--- src/rtl/calc_e_best.sv ---
// calc_e_best: tracks the lowest-energy sequence of a search run and emits improvement events.
// Latency: 1 cycle from accepted candidate to updated best/count/event outputs.
// Backpressure: o_ready drops outside RUN, on i_start, and while an undrained improvement event blocks the slot.
//
// Ports:
//   clk, rst          - clock and synchronous active-low reset
//   i_start           - one-cycle pulse that clears the statistics and (re)starts a run
//   i_target, i_limit - stop energy and evaluation limit (0 = unlimited), latched on i_start
//   i_seq/i_e/i_valid - candidate stream from the energy stage, accepted when o_ready is high
//   o_imp_*           - one-deep improvement event, handshaken with i_imp_ready
//   o_best_*, o_count - running best sequence/energy and accepted-evaluation count
//   o_busy/o_done/o_hit - run status; o_hit means the run ended by reaching the target
module calc_e_best #(
    parameter int SEQ_WIDTH = 20,
    parameter int E_WIDTH   = 20,
    parameter int CNT_WIDTH = 32
) (
    input  logic                 clk,
    input  logic                 rst,
    input  logic                 i_start,
    input  logic [E_WIDTH-1:0]   i_target,
    input  logic [CNT_WIDTH-1:0] i_limit,
    input  logic [SEQ_WIDTH-1:0] i_seq,
    input  logic [E_WIDTH-1:0]   i_e,
    input  logic                 i_valid,
    output logic                 o_ready,
    output logic [SEQ_WIDTH-1:0] o_imp_seq,
    output logic [E_WIDTH-1:0]   o_imp_e,
    output logic                 o_imp_valid,
    input  logic                 i_imp_ready,
    output logic [SEQ_WIDTH-1:0] o_best_seq,
    output logic [E_WIDTH-1:0]   o_best_e,
    output logic [CNT_WIDTH-1:0] o_count,
    output logic                 o_busy,
    output logic                 o_done,
    output logic                 o_hit
);

    localparam logic [1:0] ST_IDLE = 2'd0;
    localparam logic [1:0] ST_RUN  = 2'd1;
    localparam logic [1:0] ST_DONE = 2'd2;

    logic [1:0]           state;
    logic [E_WIDTH-1:0]   target_q;
    logic [CNT_WIDTH-1:0] limit_q;
    logic                 best_vld;
    logic [SEQ_WIDTH-1:0] best_seq;
    logic [E_WIDTH-1:0]   best_e;
    logic [CNT_WIDTH-1:0] count;
    logic                 imp_vld;
    logic [SEQ_WIDTH-1:0] imp_seq;
    logic [E_WIDTH-1:0]   imp_e;
    logic                 hit;

    logic                 slot_free;
    logic                 accept;
    logic                 improve;
    logic [E_WIDTH-1:0]   best_e_post;
    logic [CNT_WIDTH-1:0] count_inc;
    logic                 stop_target;
    logic                 stop_limit;

    // The event register is one deep: a new candidate may only be taken when
    // any improvement it produces has somewhere to go this cycle.
    assign slot_free = !imp_vld || i_imp_ready;
    assign o_ready   = (state == ST_RUN) && !i_start && slot_free;

    always_comb begin
        accept      = i_valid && o_ready;
        // Strict compare keeps the earlier sequence on an energy tie.
        improve     = accept && (!best_vld || (i_e < best_e));
        best_e_post = improve ? i_e : best_e;
        count_inc   = (&count) ? count : (count + CNT_WIDTH'(1));
        // Termination uses the post-update best and count; target has priority.
        stop_target = accept && (best_e_post <= target_q);
        stop_limit  = accept && (limit_q != '0) && (count_inc == limit_q);
    end

    always_ff @(posedge clk) begin
        if (!rst) begin
            state    <= ST_IDLE;
            target_q <= '0;
            limit_q  <= '0;
            best_vld <= 1'b0;
            best_seq <= '0;
            best_e   <= '1;
            count    <= '0;
            imp_vld  <= 1'b0;
            imp_seq  <= '0;
            imp_e    <= '0;
            hit      <= 1'b0;
        end else begin
            // Event slot: a fresh improvement overrides the drain of the old one.
            if (improve) begin
                imp_vld <= 1'b1;
                imp_seq <= i_seq;
                imp_e   <= i_e;
            end else if (imp_vld && i_imp_ready) begin
                imp_vld <= 1'b0;
            end

            // i_start never coincides with an accept because it masks o_ready,
            // and it leaves a pending event alone so the host still sees it.
            if (i_start) begin
                state    <= ST_RUN;
                target_q <= i_target;
                limit_q  <= i_limit;
                best_vld <= 1'b0;
                best_seq <= '0;
                best_e   <= '1;
                count    <= '0;
                hit      <= 1'b0;
            end else if (accept) begin
                count <= count_inc;
                if (improve) begin
                    best_vld <= 1'b1;
                    best_seq <= i_seq;
                    best_e   <= i_e;
                end
                if (stop_target) begin
                    state <= ST_DONE;
                    hit   <= 1'b1;
                end else if (stop_limit) begin
                    state <= ST_DONE;
                    hit   <= 1'b0;
                end
            end
        end
    end

    assign o_imp_valid = imp_vld;
    assign o_imp_seq   = imp_seq;
    assign o_imp_e     = imp_e;
    assign o_best_seq  = best_seq;
    assign o_best_e    = best_e;
    assign o_count     = count;
    assign o_busy      = (state == ST_RUN);
    assign o_done      = (state == ST_DONE);
    assign o_hit       = hit;

endmodule
--- config.mk ---
export PLATFORM = sky130hd
export DESIGN_NAME = calc_e_best
export DESIGN_NICKNAME = d
export VERILOG_FILES = /design/src/rtl/calc_e_best.sv
export SDC_FILE = /design/constraint.sdc
export NUM_CORES = 1
export LEC_CHECK = 0
export CAP_MARGIN = 20
export CORE_MARGIN = 2
export CORE_UTILIZATION = 40
export CTS_CLUSTER_DIAMETER = 120
export DETAILED_ROUTE_END_ITERATION = 6
export PLACE_DENSITY = 0.72
export SYNTH_ARGS = -nofsm -noshare
export SYNTH_HDL_FRONTEND = slang
export SYNTH_SLANG_ARGS = --single-unit
export TNS_END_PERCENT = 5
--- constraint.sdc ---
create_clock -name clk -period 5.01 [get_ports clk]
set_clock_uncertainty 0.2 [all_clocks]
set_input_delay 1.002 -clock clk [delete_from_list [all_inputs] [get_ports clk]]
set_output_delay 1.002 -clock clk [all_outputs]
set_load 0.02 [all_outputs]
==> run metrics <==
first-pass GRT wire length=about 47 mm; area of the core=between 20,000 and 25,000 µm²; fmax=210.7 MHz; Final Cycle Share=~95%; RSZ-0062 raised after global routing=false; worst skew pair latency=roughly 0.45 ns; Clock Pin Slew Worst Setup and Hold Paths=~0.080 ns; Tmin final=around 4.7 ns; IO Count=~210; Pwr per Cell Area=approximately 260 nW/µm²; Lkg Pwr=roughly 4.9 nW; final core utilization=55.30%; Yosys top cell area share=36.41%; Placed Area=roughly 12,000 µm²; WL/cell=18.98 µm; CTS Buf Count=17; status=complete, no violations; Post-synth EDFFs=0; ant diodes=0; RePlAce Congestion=roughly 1.0; via count=approximately 9.0k; die boundary width=156.4 µm; delay of the slowest critical-path stage=about 0.49 ns; chip height=around 160 µm; IR Drop Worst-Case VDD=0.1948 mV; register area share after synthesis=a little over a third; vias per inst=roughly 5.6; CP Capture Type=flop; Synth Flop Type=dfxtp_1; CP Max Fanout=5; Critical Path Start Type=primary input; setup TNS=0 ns; ys async rst share=0%; layout cells sized above 1=about 7.4%; starting DRC count in detailed routing=between 600 and 700; worst-path cell chain=clkdlybuf4s50_1 > ha_1 > nand4_1 > nor2_1 > nand2_1 > or3_1 > o211ai_1 > o21ai_0 > ha_1 > a21o_1 > a21o_1 > a21oi_1 > nor2_1 > a2111oi_1 > a21oi_1 > and3_1 > a22o_1; Relative slew margins=between 30% and 40%; number of setup violations in the final report=0; Layout Cells excl Fill=1,603; maxcap violations=0; Final Max Slew Viols=0; synth unique cells=60; Setup crit start=i_e[16]; Critical R2R Capture=o_hit; Worst Setup Path Type=in2reg; Initial Util=about two fifths; Die ar.=between 20,000 and 25,000 µm²; Routed WL=30.42 mm; hold path endpoint=o_best_seq[13]; area grow syn2layout=35.14%; clock sink total=around 170; slowest cell on the critical path=clkdlybuf4s50_1; Hold WC Path Type=reg2reg; R2R setup slack=roughly 0.8 ns; R2R cell count=9; WP data required=5.14 ns; Final Instance Area=roughly 13,000 µm²; largest net degree at the start of global routing=just over 80; Worst-Margin Slew=0.9581 ns; drt first pass iters=7; Inst Count DP=between 1.5k and 2k; warnings from Yosys=0; gr usage total=approximately a quarter; Synth Instances=1,094; CTS Buffer Depth=2; hold_sp=o_best_seq[13]; main area contributors after synthesis=dfxtp_1 (36%), mux2i_1 (12%), nand2_1 (5.7%); Mapped Avg Cell Area=8.494 µm²; Yosys reg bits=roughly 170; gr ovfl total=0; initial antenna violation count=0; NumNets Final=approximately 1.4k; CTS tree=yes; Post-Syn Area=around 9300 µm²; H-tree levels=4; vias in the first global route=slightly below 9k; I/O Buffers=between 200 and 250; Final Hold Viols=0; root buffer cell=clkbuf_16; Detail Route Antenna Nets=0; area leader, netlist=dfxtp_1; FF-to-FF Start=o_count[0]; Detail Placement HPWL=about 23 mm; drt drc=0; Hold Path Depth=2; Worst Path Arrival=4.88 ns; FP Rows=55; syn_nets=around 1.2k
[metrics by stage]
step	setup slack, ns	total power, mW	hold WS [ns]
after floorplan	0.2634	1.689	0.2609
after global placement	-0.01789	1.903	0.2419
final	0.2636	3.279	0.2614
after CTS	0.3008	3.293	0.2613
after global routing	0.02923	3.400	0.2765
after detailed placement	-0.07523	1.911	0.2486
[worst max-delay path: cells and delay by family]
kind | cells | cell delay (ns)
AO/OA/AOI/OAI | 8 | 1.76
adder cells (fa/ha/maj) | 2 | 0.65
AND/OR/NAND/NOR | 6 | 0.98
buffers and inverters | 1 | 0.49
[repair_timing]
item,in CTS,in global routing
setup buffers,0,0
hold buffers,0,0
resized for setup,0,1
hold endpoints to repair,0,0
endpoints found under the setup margin,0,1
[routing by layer]
layer	GRT usage [%]	part of all wire, %
met1	29.38	40
met2	42.84	48
met3	5.926	8.1
met4	9.786	3.7
met5	0	0
[synth_stat cells (all sizes together) (4+ instances only)]
| library cell | n |
|---|---|
| ha | 40 |
| xor2 | 18 |
| o311ai | 4 |
| nor4 | 18 |
| or3 | 12 |
| dfxtp | 169 |
| clkbuf | 52 |
| nand3 | 23 |
| and4 | 8 |
| nor3 | 19 |
| nand2b | 5 |
| inv | 52 |
| nor2b | 61 |
| o211ai | 43 |
| nand2 | 141 |
| mux2i | 112 |
| nand4 | 25 |
| nand4b | 4 |
| or4 | 7 |
| a21o | 11 |
| nor2 | 56 |
| buf | 21 |
| o21ai | 46 |
| xnor2 | 36 |
| a21oi | 36 |
| and3 | 11 |
| nor3b | 4 |
| a31oi | 10 |
| o2111ai | 4 |
[registers in the layout, indices dropped and copies added, names as in the netlist]
register and flops:
limit_q 32, o_count 32, o_best_e 20, o_best_seq 20, o_imp_e 20, o_imp_seq 20, target_q 20, state 2
best_vld 1, o_hit 1, o_imp_valid 1
[cell usage in the layout (no fill, tap or decap), types with 17 or more instances in the layout]
| cell type | Yosys | final |
|---|---|---|
| clkdlybuf4s50_1 | 0 | 211 |
| dfxtp_1 | 169 | 169 |
| nand2_1 | 141 | 141 |
| mux2i_1 | 112 | 112 |
| nor2b_1 | 61 | 60 |
| nor2_1 | 56 | 56 |
| buf_4 | 0 | 53 |
| inv_1 | 52 | 52 |
| o21ai_0 | 46 | 45 |
| o211ai_1 | 43 | 43 |
| ha_1 | 40 | 40 |
| xnor2_1 | 36 | 36 |
| a21oi_1 | 36 | 35 |
| nand4_1 | 24 | 24 |
| nand3_1 | 22 | 22 |
| nor3_1 | 19 | 19 |
| nor4_1 | 18 | 18 |
| xor2_1 | 18 | 18 |
| clkbuf_16 | 0 | 17 |
[cell type report]
class                           count  area [µm²]
Inverter                           52       195.2
Clock buffer                       17       425.4
Fill cell                        2101       10150
Timing Repair Buffer              265        2537
Sequential cell                   169        3383
Tap cell                          285       356.6
Clock inverter                     15       214.0
Multi-Input combinational cell    800        5446
[logic make-up (layout without fill, tap and decap cells)]
family | Yosys count | count (layout) | share of synthesized area (%)
muxes | 114 | 114 | 12.31
buffers and inverters | 125 | 349 | 5.238
xor gates and xnor gates | 54 | 54 | 5.089
and+or+nand+nor | 400 | 400 | 21.79
DFF | 169 | 169 | 36.41
AOI/OAI and AO/OA | 192 | 192 | 13.79
adders and majority gates | 40 | 40 | 5.386
[worst max-delay path by stage]
stage               endpoint  slack, ns  cells past startpoint
floorplan           state[0]       0.26                     19
CTS                 state[0]       0.30                     20
global route        state[0]       0.03                     18
detailed placement  state[0]      -0.08                     20
global placement    state[0]      -0.02                     20
finish              state[0]       0.26                     17
[report_power, final]
group | switching (mW) | internal, mW | leakage [nW]
clock network | 0.703 | 0.692 | 0.304
registers | 0.0390 | 1.39 | 1.38
logic | 0.225 | 0.234 | 3.17
total | 0.966 | 2.31 | 4.85
Power figures use the tool's default switching activity.
